`src/rtl/mdu_seq_ctrl.sv`:
```
// Multi-cycle multiply/divide sequencer for the EX stage.
// Pipelined multiplier, 32-step restoring divider, stall and HI/LO write.
//
// Ports:
//   clk, rst     rising-edge clock, synchronous active-high reset
//   start, op    EX request: 001 MULT, 010 MULTU, 011 DIV, 100 DIVU
//   opa, opb     rs / rt operands
//   flush        cancel the in-flight op
//   busy         sequencer not idle
//   stallreq     freeze PC/IF/ID/EX this cycle
//   done         one-cycle result strobe (whilo_o mirrors it)
//   hi_o, lo_o   remainder/quotient or product high/low
//   div_by_zero  qualifies done for a divide with opb == 0
module mdu_seq_ctrl #(
  parameter int WIDTH   = 32,
  parameter int MUL_LAT = 2
) (
  input  logic             clk,
  input  logic             rst,
  input  logic             start,
  input  logic [2:0]       op,
  input  logic [WIDTH-1:0] opa,
  input  logic [WIDTH-1:0] opb,
  input  logic             flush,
  output logic             busy,
  output logic             stallreq,
  output logic             done,
  output logic [WIDTH-1:0] hi_o,
  output logic [WIDTH-1:0] lo_o,
  output logic             whilo_o,
  output logic             div_by_zero
);

  localparam logic [2:0] OP_MULT  = 3'b001;
  localparam logic [2:0] OP_MULTU = 3'b010;
  localparam logic [2:0] OP_DIV   = 3'b011;
  localparam logic [2:0] OP_DIVU  = 3'b100;

  localparam int CMAX = (WIDTH > MUL_LAT) ? WIDTH : MUL_LAT;
  localparam int CW   = $clog2(CMAX + 1);
  localparam logic [CW-1:0] MUL_LAST = CW'(MUL_LAT - 1);
  localparam logic [CW-1:0] DIV_LAST = CW'(WIDTH - 1);

  // The HI/LO register is the last multiplier stage, so only
  // MUL_LAT-1 intermediate product registers are needed.
  localparam int MPN = (MUL_LAT > 1) ? MUL_LAT - 1 : 1;
  localparam int MPI = (MUL_LAT > 1) ? MUL_LAT - 2 : 0;

  typedef enum logic [1:0] {
    S_IDLE,
    S_MUL,
    S_DIV,
    S_DONE
  } state_t;

  state_t r_state;
  state_t w_next;

  logic [CW-1:0]    r_cnt;
  logic [WIDTH-1:0] r_hi;
  logic [WIDTH-1:0] r_lo;
  logic             r_dbz;

  logic [WIDTH-1:0] r_a;
  logic [WIDTH-1:0] r_b;
  logic             r_sgn;

  logic [WIDTH-1:0] r_quo;
  logic [WIDTH-1:0] r_rem;
  logic [WIDTH-1:0] r_dvs;
  logic             r_negq;
  logic             r_negr;

  logic [2*WIDTH-1:0] r_mp [MPN];

  logic w_is_mul;
  logic w_is_div;
  logic w_valid;
  logic w_accept;
  logic w_opb_zero;
  logic w_div_sgn;

  logic [WIDTH-1:0] w_abs_a;
  logic [WIDTH-1:0] w_abs_b;

  logic [2*WIDTH-1:0] w_ma;
  logic [2*WIDTH-1:0] w_mb;
  logic [2*WIDTH-1:0] w_prod;
  logic [2*WIDTH-1:0] w_mres;

  logic [WIDTH:0]   w_sh;
  logic             w_ge;
  logic [WIDTH-1:0] w_rem_n;
  logic [WIDTH-1:0] w_quo_n;
  logic [WIDTH-1:0] w_q_fix;
  logic [WIDTH-1:0] w_r_fix;

  // Request decode
  assign w_is_mul   = (op == OP_MULT) | (op == OP_MULTU);
  assign w_is_div   = (op == OP_DIV) | (op == OP_DIVU);
  assign w_valid    = w_is_mul | w_is_div;
  assign w_opb_zero = (opb == '0);
  assign w_div_sgn  = (op == OP_DIV);
  assign w_accept   = (r_state == S_IDLE) & start
                    & w_valid & !flush;

  assign w_abs_a = (w_div_sgn & opa[WIDTH-1]) ? -opa : opa;
  assign w_abs_b = (w_div_sgn & opb[WIDTH-1]) ? -opb : opb;

  // Outputs
  assign busy        = (r_state != S_IDLE);
  assign stallreq    = !rst & start & w_valid
                     & (r_state != S_DONE) & !flush;
  assign done        = (r_state == S_DONE) & !flush;
  assign whilo_o     = done;
  assign div_by_zero = done & r_dbz;
  assign hi_o        = r_hi;
  assign lo_o        = r_lo;

  // Multiplier: sign/zero extend to 2*WIDTH, keep low 2*WIDTH bits
  assign w_ma = r_sgn ? {{WIDTH{r_a[WIDTH-1]}}, r_a}
                      : {{WIDTH{1'b0}}, r_a};
  assign w_mb = r_sgn ? {{WIDTH{r_b[WIDTH-1]}}, r_b}
                      : {{WIDTH{1'b0}}, r_b};
  assign w_prod = w_ma * w_mb;
  assign w_mres = (MUL_LAT == 1) ? w_prod : r_mp[MPI];

  always_ff @(posedge clk) begin
    r_mp[0] <= w_prod;
    for (int k = 1; k < MPN; k++) begin
      r_mp[k] <= r_mp[k-1];
    end
  end

  // Restoring divide step. Remainder stays below the divisor,
  // so the difference always fits in WIDTH bits.
  assign w_sh    = {r_rem, r_quo[WIDTH-1]};
  assign w_ge    = (w_sh >= {1'b0, r_dvs});
  assign w_rem_n = w_ge ? (w_sh[WIDTH-1:0] - r_dvs)
                        : w_sh[WIDTH-1:0];
  assign w_quo_n = {r_quo[WIDTH-2:0], w_ge};
  assign w_q_fix = r_negq ? -w_quo_n : w_quo_n;
  assign w_r_fix = r_negr ? -w_rem_n : w_rem_n;

  // State register
  always_ff @(posedge clk) begin
    if (rst) begin
      r_state <= S_IDLE;
    end else begin
      r_state <= w_next;
    end
  end

  // Next-state logic
  always_comb begin
    w_next = r_state;
    if (flush) begin
      w_next = S_IDLE;
    end else begin
      unique case (r_state)
        S_IDLE: begin
          if (w_accept) begin
            if (w_is_mul) begin
              w_next = S_MUL;
            end else if (w_opb_zero) begin
              w_next = S_DONE;
            end else begin
              w_next = S_DIV;
            end
          end
        end
        S_MUL: begin
          if (r_cnt == MUL_LAST) begin
            w_next = S_DONE;
          end
        end
        S_DIV: begin
          if (r_cnt == DIV_LAST) begin
            w_next = S_DONE;
          end
        end
        S_DONE: begin
          w_next = S_IDLE;
        end
        default: begin
          w_next = S_IDLE;
        end
      endcase
    end
  end

  // Datapath; HI/LO only load on the edge that enters DONE
  always_ff @(posedge clk) begin
    if (rst) begin
      r_cnt  <= '0;
      r_hi   <= '0;
      r_lo   <= '0;
      r_dbz  <= 1'b0;
      r_a    <= '0;
      r_b    <= '0;
      r_sgn  <= 1'b0;
      r_quo  <= '0;
      r_rem  <= '0;
      r_dvs  <= '0;
      r_negq <= 1'b0;
      r_negr <= 1'b0;
    end else if (w_accept) begin
      r_cnt  <= '0;
      r_a    <= opa;
      r_b    <= opb;
      r_sgn  <= (op == OP_MULT);
      r_quo  <= w_abs_a;
      r_dvs  <= w_abs_b;
      r_rem  <= '0;
      r_negq <= w_div_sgn & (opa[WIDTH-1] ^ opb[WIDTH-1]);
      r_negr <= w_div_sgn & opa[WIDTH-1];
      r_dbz  <= 1'b0;
      if (w_is_div & w_opb_zero) begin
        r_hi  <= opa;
        r_lo  <= '1;
        r_dbz <= 1'b1;
      end
    end else if (!flush) begin
      unique case (r_state)
        S_MUL: begin
          r_cnt <= r_cnt + CW'(1);
          if (r_cnt == MUL_LAST) begin
            r_hi <= w_mres[2*WIDTH-1:WIDTH];
            r_lo <= w_mres[WIDTH-1:0];
          end
        end
        S_DIV: begin
          r_cnt <= r_cnt + CW'(1);
          r_quo <= w_quo_n;
          r_rem <= w_rem_n;
          if (r_cnt == DIV_LAST) begin
            r_hi <= w_r_fix;
            r_lo <= w_q_fix;
          end
        end
        S_IDLE: begin
          r_dbz <= 1'b0;
        end
        default: begin
        end
      endcase
    end
  end

endmodule

```
`config.mk`:
```
export PLATFORM = sky130hd
export DESIGN_NAME = mdu_seq_ctrl
export DESIGN_NICKNAME = d
export VERILOG_FILES = /design/src/rtl/mdu_seq_ctrl.sv
export SDC_FILE = /design/constraint.sdc
export NUM_CORES = 2
export LEC_CHECK = 0
export BUFFER_PORTS_ARGS = -buffer_cell sky130_fd_sc_hd__buf_2
export CORE_MARGIN = 4
export CORE_UTILIZATION = 55
export CTS_BUF_LIST = sky130_fd_sc_hd__clkbuf_8
export DETAILED_ROUTE_END_ITERATION = 10
export MAX_ROUTING_LAYER = met4
export PLACE_DENSITY = 0.8
export SLEW_MARGIN = 0
export SYNTH_ARGS = -nofsm -noshare
export SYNTH_HDL_FRONTEND = slang
export SYNTH_SLANG_ARGS = --single-unit
```
`constraint.sdc`:
```
create_clock -name clk -period 8.7 [get_ports clk]
set_input_delay 0.435 -clock clk [delete_from_list [all_inputs] [get_ports clk]]
set_output_delay 0.435 -clock clk [all_outputs]
set_load 0.005 [all_outputs]
```
==> results.sh <==
export IMPL_num_rows=124
export IMPL_status="finished, final reports clean"
export IMPL_cp_slowest_stage_delay_ns=0.53
export IMPL_synth_largest_area_cell="fa_1"
export IMPL_grtUsageMet2=0.531
export IMPL_p_clk_frac=0.325
export IMPL_ys_ff_latch=299
export IMPL_die_area_um2=120000
export IMPL_finClkSkew_ns=0.0617
export IMPL_drt_total_wl_mm=200
export IMPL_fin_crit_ns=8.70
export IMPL_holdWs_ns=0.0379
export IMPL_gp_routability_congestion=1.03
export IMPL_yosysUniqueCellTypes=98
export IMPL_final_core_util=0.622
export IMPL_busiest_layer="met2"
export IMPL_holdPathEnd="r_b[0]$_SDFFE_PP0P_"
export IMPL_syn_area_um2=63200
export IMPL_arrival_ns=9.28
export IMPL_root_buffer="clkbuf_8"
export IMPL_ir_drop_v=0.000114
export IMPL_antenna_found_initial=12
export IMPL_hold_buffers=0
export IMPL_setup_viol=0
export IMPL_ant_nets=0
export IMPL_hold_viol=0
export IMPL_insertion_delay_ns=0.71
export IMPL_worst_path_most_repeated_cell="fa_1"
export IMPL_wl_per_cell_um=22.5
export IMPL_period_share=1.00
export IMPL_maxCapViolations=0
export IMPL_nets=9152
export IMPL_track_usage=0.342
export IMPL_critPathKind="reg2reg"
export IMPL_ioPinCount=140
export IMPL_finalNonFillerCells=8875
export IMPL_drive_gt1_frac=0.134
export IMPL_fin_tns_setup_ns=0
export IMPL_synthFlopType="dfxtp_1"
export IMPL_worstMarginPinSlew_ns=1.11
export IMPL_p_seq_frac=0.334
export IMPL_grt_max_degree=100
export IMPL_clk_pin_slew_ns=0.07
export IMPL_grt_overflow=0
export IMPL_power_density_nw_per_um2=63.5
export IMPL_avgSynthCellArea_um2=9.05
export IMPL_via_count=50300
export IMPL_worstHoldPathCells=3
export IMPL_grt_pass1_vias=53700
export IMPL_hold_path_class="in2reg"
export IMPL_die_x_um=347
export IMPL_hpwlAfterDp_mm=167
export IMPL_cp_slowest_cell="fa_1"
export IMPL_end_kind="register"
export IMPL_drtPass1Iterations=9
export IMPL_synth_edf_count=0
export IMPL_power_switching_mw=1.74
export IMPL_netlist_top_cells_area="fa_1 45%, dfxtp_1 9.5%, inv_1 9.3%"
export IMPL_synthCells=6985
export IMPL_vias_per_cell=5.67
export IMPL_timing_fmax_mhz=115
export IMPL_drt_iter0_markers=4543
export IMPL_synth_warnings=0
export IMPL_cts_tree="built"
export IMPL_hp_start="opb[0]"
export IMPL_yosysTopAreaCellShare=0.450
export IMPL_startpoint_type="register"
export IMPL_grt_pass1_wl_mm=309
export IMPL_cts_num_sinks=299
export IMPL_rsz0062_at_grt="true"
export IMPL_intPower_mw=2.76
export IMPL_clk_path_buf_depth=3
export IMPL_die_h_um=347
export IMPL_dpl_cell_count=8738
export IMPL_required_ns=9.28
export IMPL_r2r_start="r_a[20]$_SDFFE_PP0P_"
export IMPL_area_delta_synth_final_pct=12.2
export IMPL_cp_max_fo=9
export IMPL_fp_coreArea_um2=114000
export IMPL_layout_commonest_cell="inv_1"
export IMPL_relSlewSlack=0.256
export IMPL_start_util=0.554
export IMPL_worst_path_buf_inv=12
export IMPL_drc=0
export IMPL_final_cell_mix="1545 x inv_1, 1363 x fa_1, 830 x nand2_1"
export IMPL_cp_top_family="adder cells"
export IMPL_use_met1=0.434
export IMPL_h_tree_depth=2
export IMPL_timing_rr_end="r_mp[0][54]$_DFF_P_"
export IMPL_cts_buffers=52
export IMPL_slew_violations=0
export IMPL_portBuffers=139
export IMPL_cellLeakagePower_nw=35.5
export IMPL_reg2reg_depth=33
export IMPL_ff2ff_setup_slack_ns=0.003
export IMPL_sw_frac_of_total=0.387
export IMPL_p_comb_frac=0.341
export IMPL_ys_async_sr_fraction=0
export IMPL_met3_usage=0.0757
export IMPL_ys_seq_area_frac=0.0947
export IMPL_syn_nets=8827
## final cells by class
class | count | area [um2]
fillers | 9344 | 43200
well taps | 1512 | 1890
diodes | 12 | 30.0
clock inverters | 30 | 248
clock buffers | 65 | 895
repair buffers | 634 | 5230
multi-input cells | 4757 | 50700
inverters | 1566 | 5890
flip-flops and latches | 299 | 6050
## synthesized netlist by cell type (14+ instances only)
| cell type | n |
|---|---|
| a211o_1 | 14 |
| a211oi_1 | 56 |
| a21o_1 | 68 |
| a21oi_1 | 230 |
| a311oi_1 | 43 |
| a31oi_1 | 28 |
| and2_1 | 609 |
| and3_1 | 35 |
| buf_1 | 22 |
| clkbuf_1 | 322 |
| dfxtp_1 | 299 |
| fa_1 | 1420 |
| ha_1 | 351 |
| inv_1 | 1564 |
| mux2i_1 | 27 |
| nand2_1 | 843 |
| nand2b_1 | 15 |
| nand3_1 | 37 |
| nand4_1 | 18 |
| nor2_1 | 250 |
| nor2b_1 | 15 |
| nor3_1 | 35 |
| nor4_1 | 16 |
| o211ai_1 | 14 |
| o21a_1 | 16 |
| o21ai_0 | 107 |
| o31ai_1 | 39 |
| or3_1 | 20 |
| xnor2_1 | 164 |
| xor2_1 | 100 |
## power by group through the flow
| stage | combinational, mW | clock, mW | sequential [mW] |
|---|---|---|---|
| final | 1.54 | 1.46 | 1.50 |
| after global routing | 1.65 | 1.53 | 1.51 |
| after CTS | 1.47 | 1.48 | 1.50 |
| after detailed placement | 1.46 | 0 | 1.53 |
| after global placement | 1.43 | 0 | 1.53 |
| after floorplan | 0.938 | 0 | 1.51 |
## worst max-delay path by stage
| stage | startpoint | end | slack (ns) | cells after the start |
|---|---|---|---|---|
| 6_report | r_a[20]$_SDFFE_PP0P_ | r_mp[0][54]$_DFF_P_ | 0.003 | 33 |
| 5_1_grt | r_a[20]$_SDFFE_PP0P_ | r_mp[0][54]$_DFF_P_ | -0.24 | 33 |
| 4_1_cts | r_b[3]$_SDFFE_PP0P_ | r_mp[0][54]$_DFF_P_ | 0.002 | 30 |
| 3_5_place_dp | r_b[1]$_SDFFE_PP0P_ | r_mp[0][62]$_DFF_P_ | -0.50 | 32 |
| 3_3_place_gp | r_b[1]$_SDFFE_PP0P_ | r_mp[0][62]$_DFF_P_ | -0.36 | 32 |
| 2_1_floorplan | r_a[31]$_SDFFE_PP0P_ | r_mp[0][62]$_DFF_P_ | 0.02 | 30 |
## state kept, by name, indices dropped and copies added, names as in the netlist
name,flops
r_negr,1
r_a,32
r_negq,1
r_rem,32
hi_o,32
lo_o,32
r_mp,64
r_cnt,6
r_dvs,31
r_sgn,1
r_quo,32
r_state,2
r_dbz,1
r_b,32
## what timing repair did
action	4_1_cts	5_1_grt
pin swaps	20	101
setup buffers	1	31
setup endpoints to repair	19	22
resized for setup	81	225
gates cloned	0	3
## through the flow
step           total power [mW]  cell area (um2)  setup WS (ns)
3_3_place_gp               2.96            68500         -0.356
4_1_cts                    4.45            69900        0.00189
3_5_place_dp               2.99            68500         -0.501
2_1_floorplan              2.45            63300         0.0182
6_report                   4.51            71000        0.00318
5_1_grt                    4.69            71000         -0.242
## routing by layer
metal,share of wire,up-vias
met4,0.058,0
met1,0.38,25400
met3,0.10,609
met5,0,-
li1,-,21700
met2,0.46,2663
## worst register-to-register path, delay by kind of cell (launching register included)
kind / cells / cell delay, ns
DFF: 1 / 0.33
adders and majority gates: 11 / 5.29
AOI/OAI and AO/OA: 7 / 1.29
buffers and inverters: 12 / 1.27
xor gates and xnor gates: 1 / 0.14
and+or+nand+nor: 2 / 0.24
## logic make-up (layout without fill, tap and decap cells)
| group | count (synthesis) | count (layout) | share of synthesized area |
|---|---|---|---|
| and+or+nand+nor | 1944 | 1944 | 0.149 |
| buffers and inverters | 1929 | 2295 | 0.115 |
| adders and majority gates | 1775 | 1775 | 0.520 |
| AOI/OAI and AO/OA | 742 | 742 | 0.0791 |
| DFF | 299 | 299 | 0.0947 |
| xor gates and xnor gates | 264 | 264 | 0.0366 |
| muxes | 32 | 32 | 0.00534 |
| other | 0 | 12 | 0 |
No activity file was read; power rests on OpenSTA's default activity.
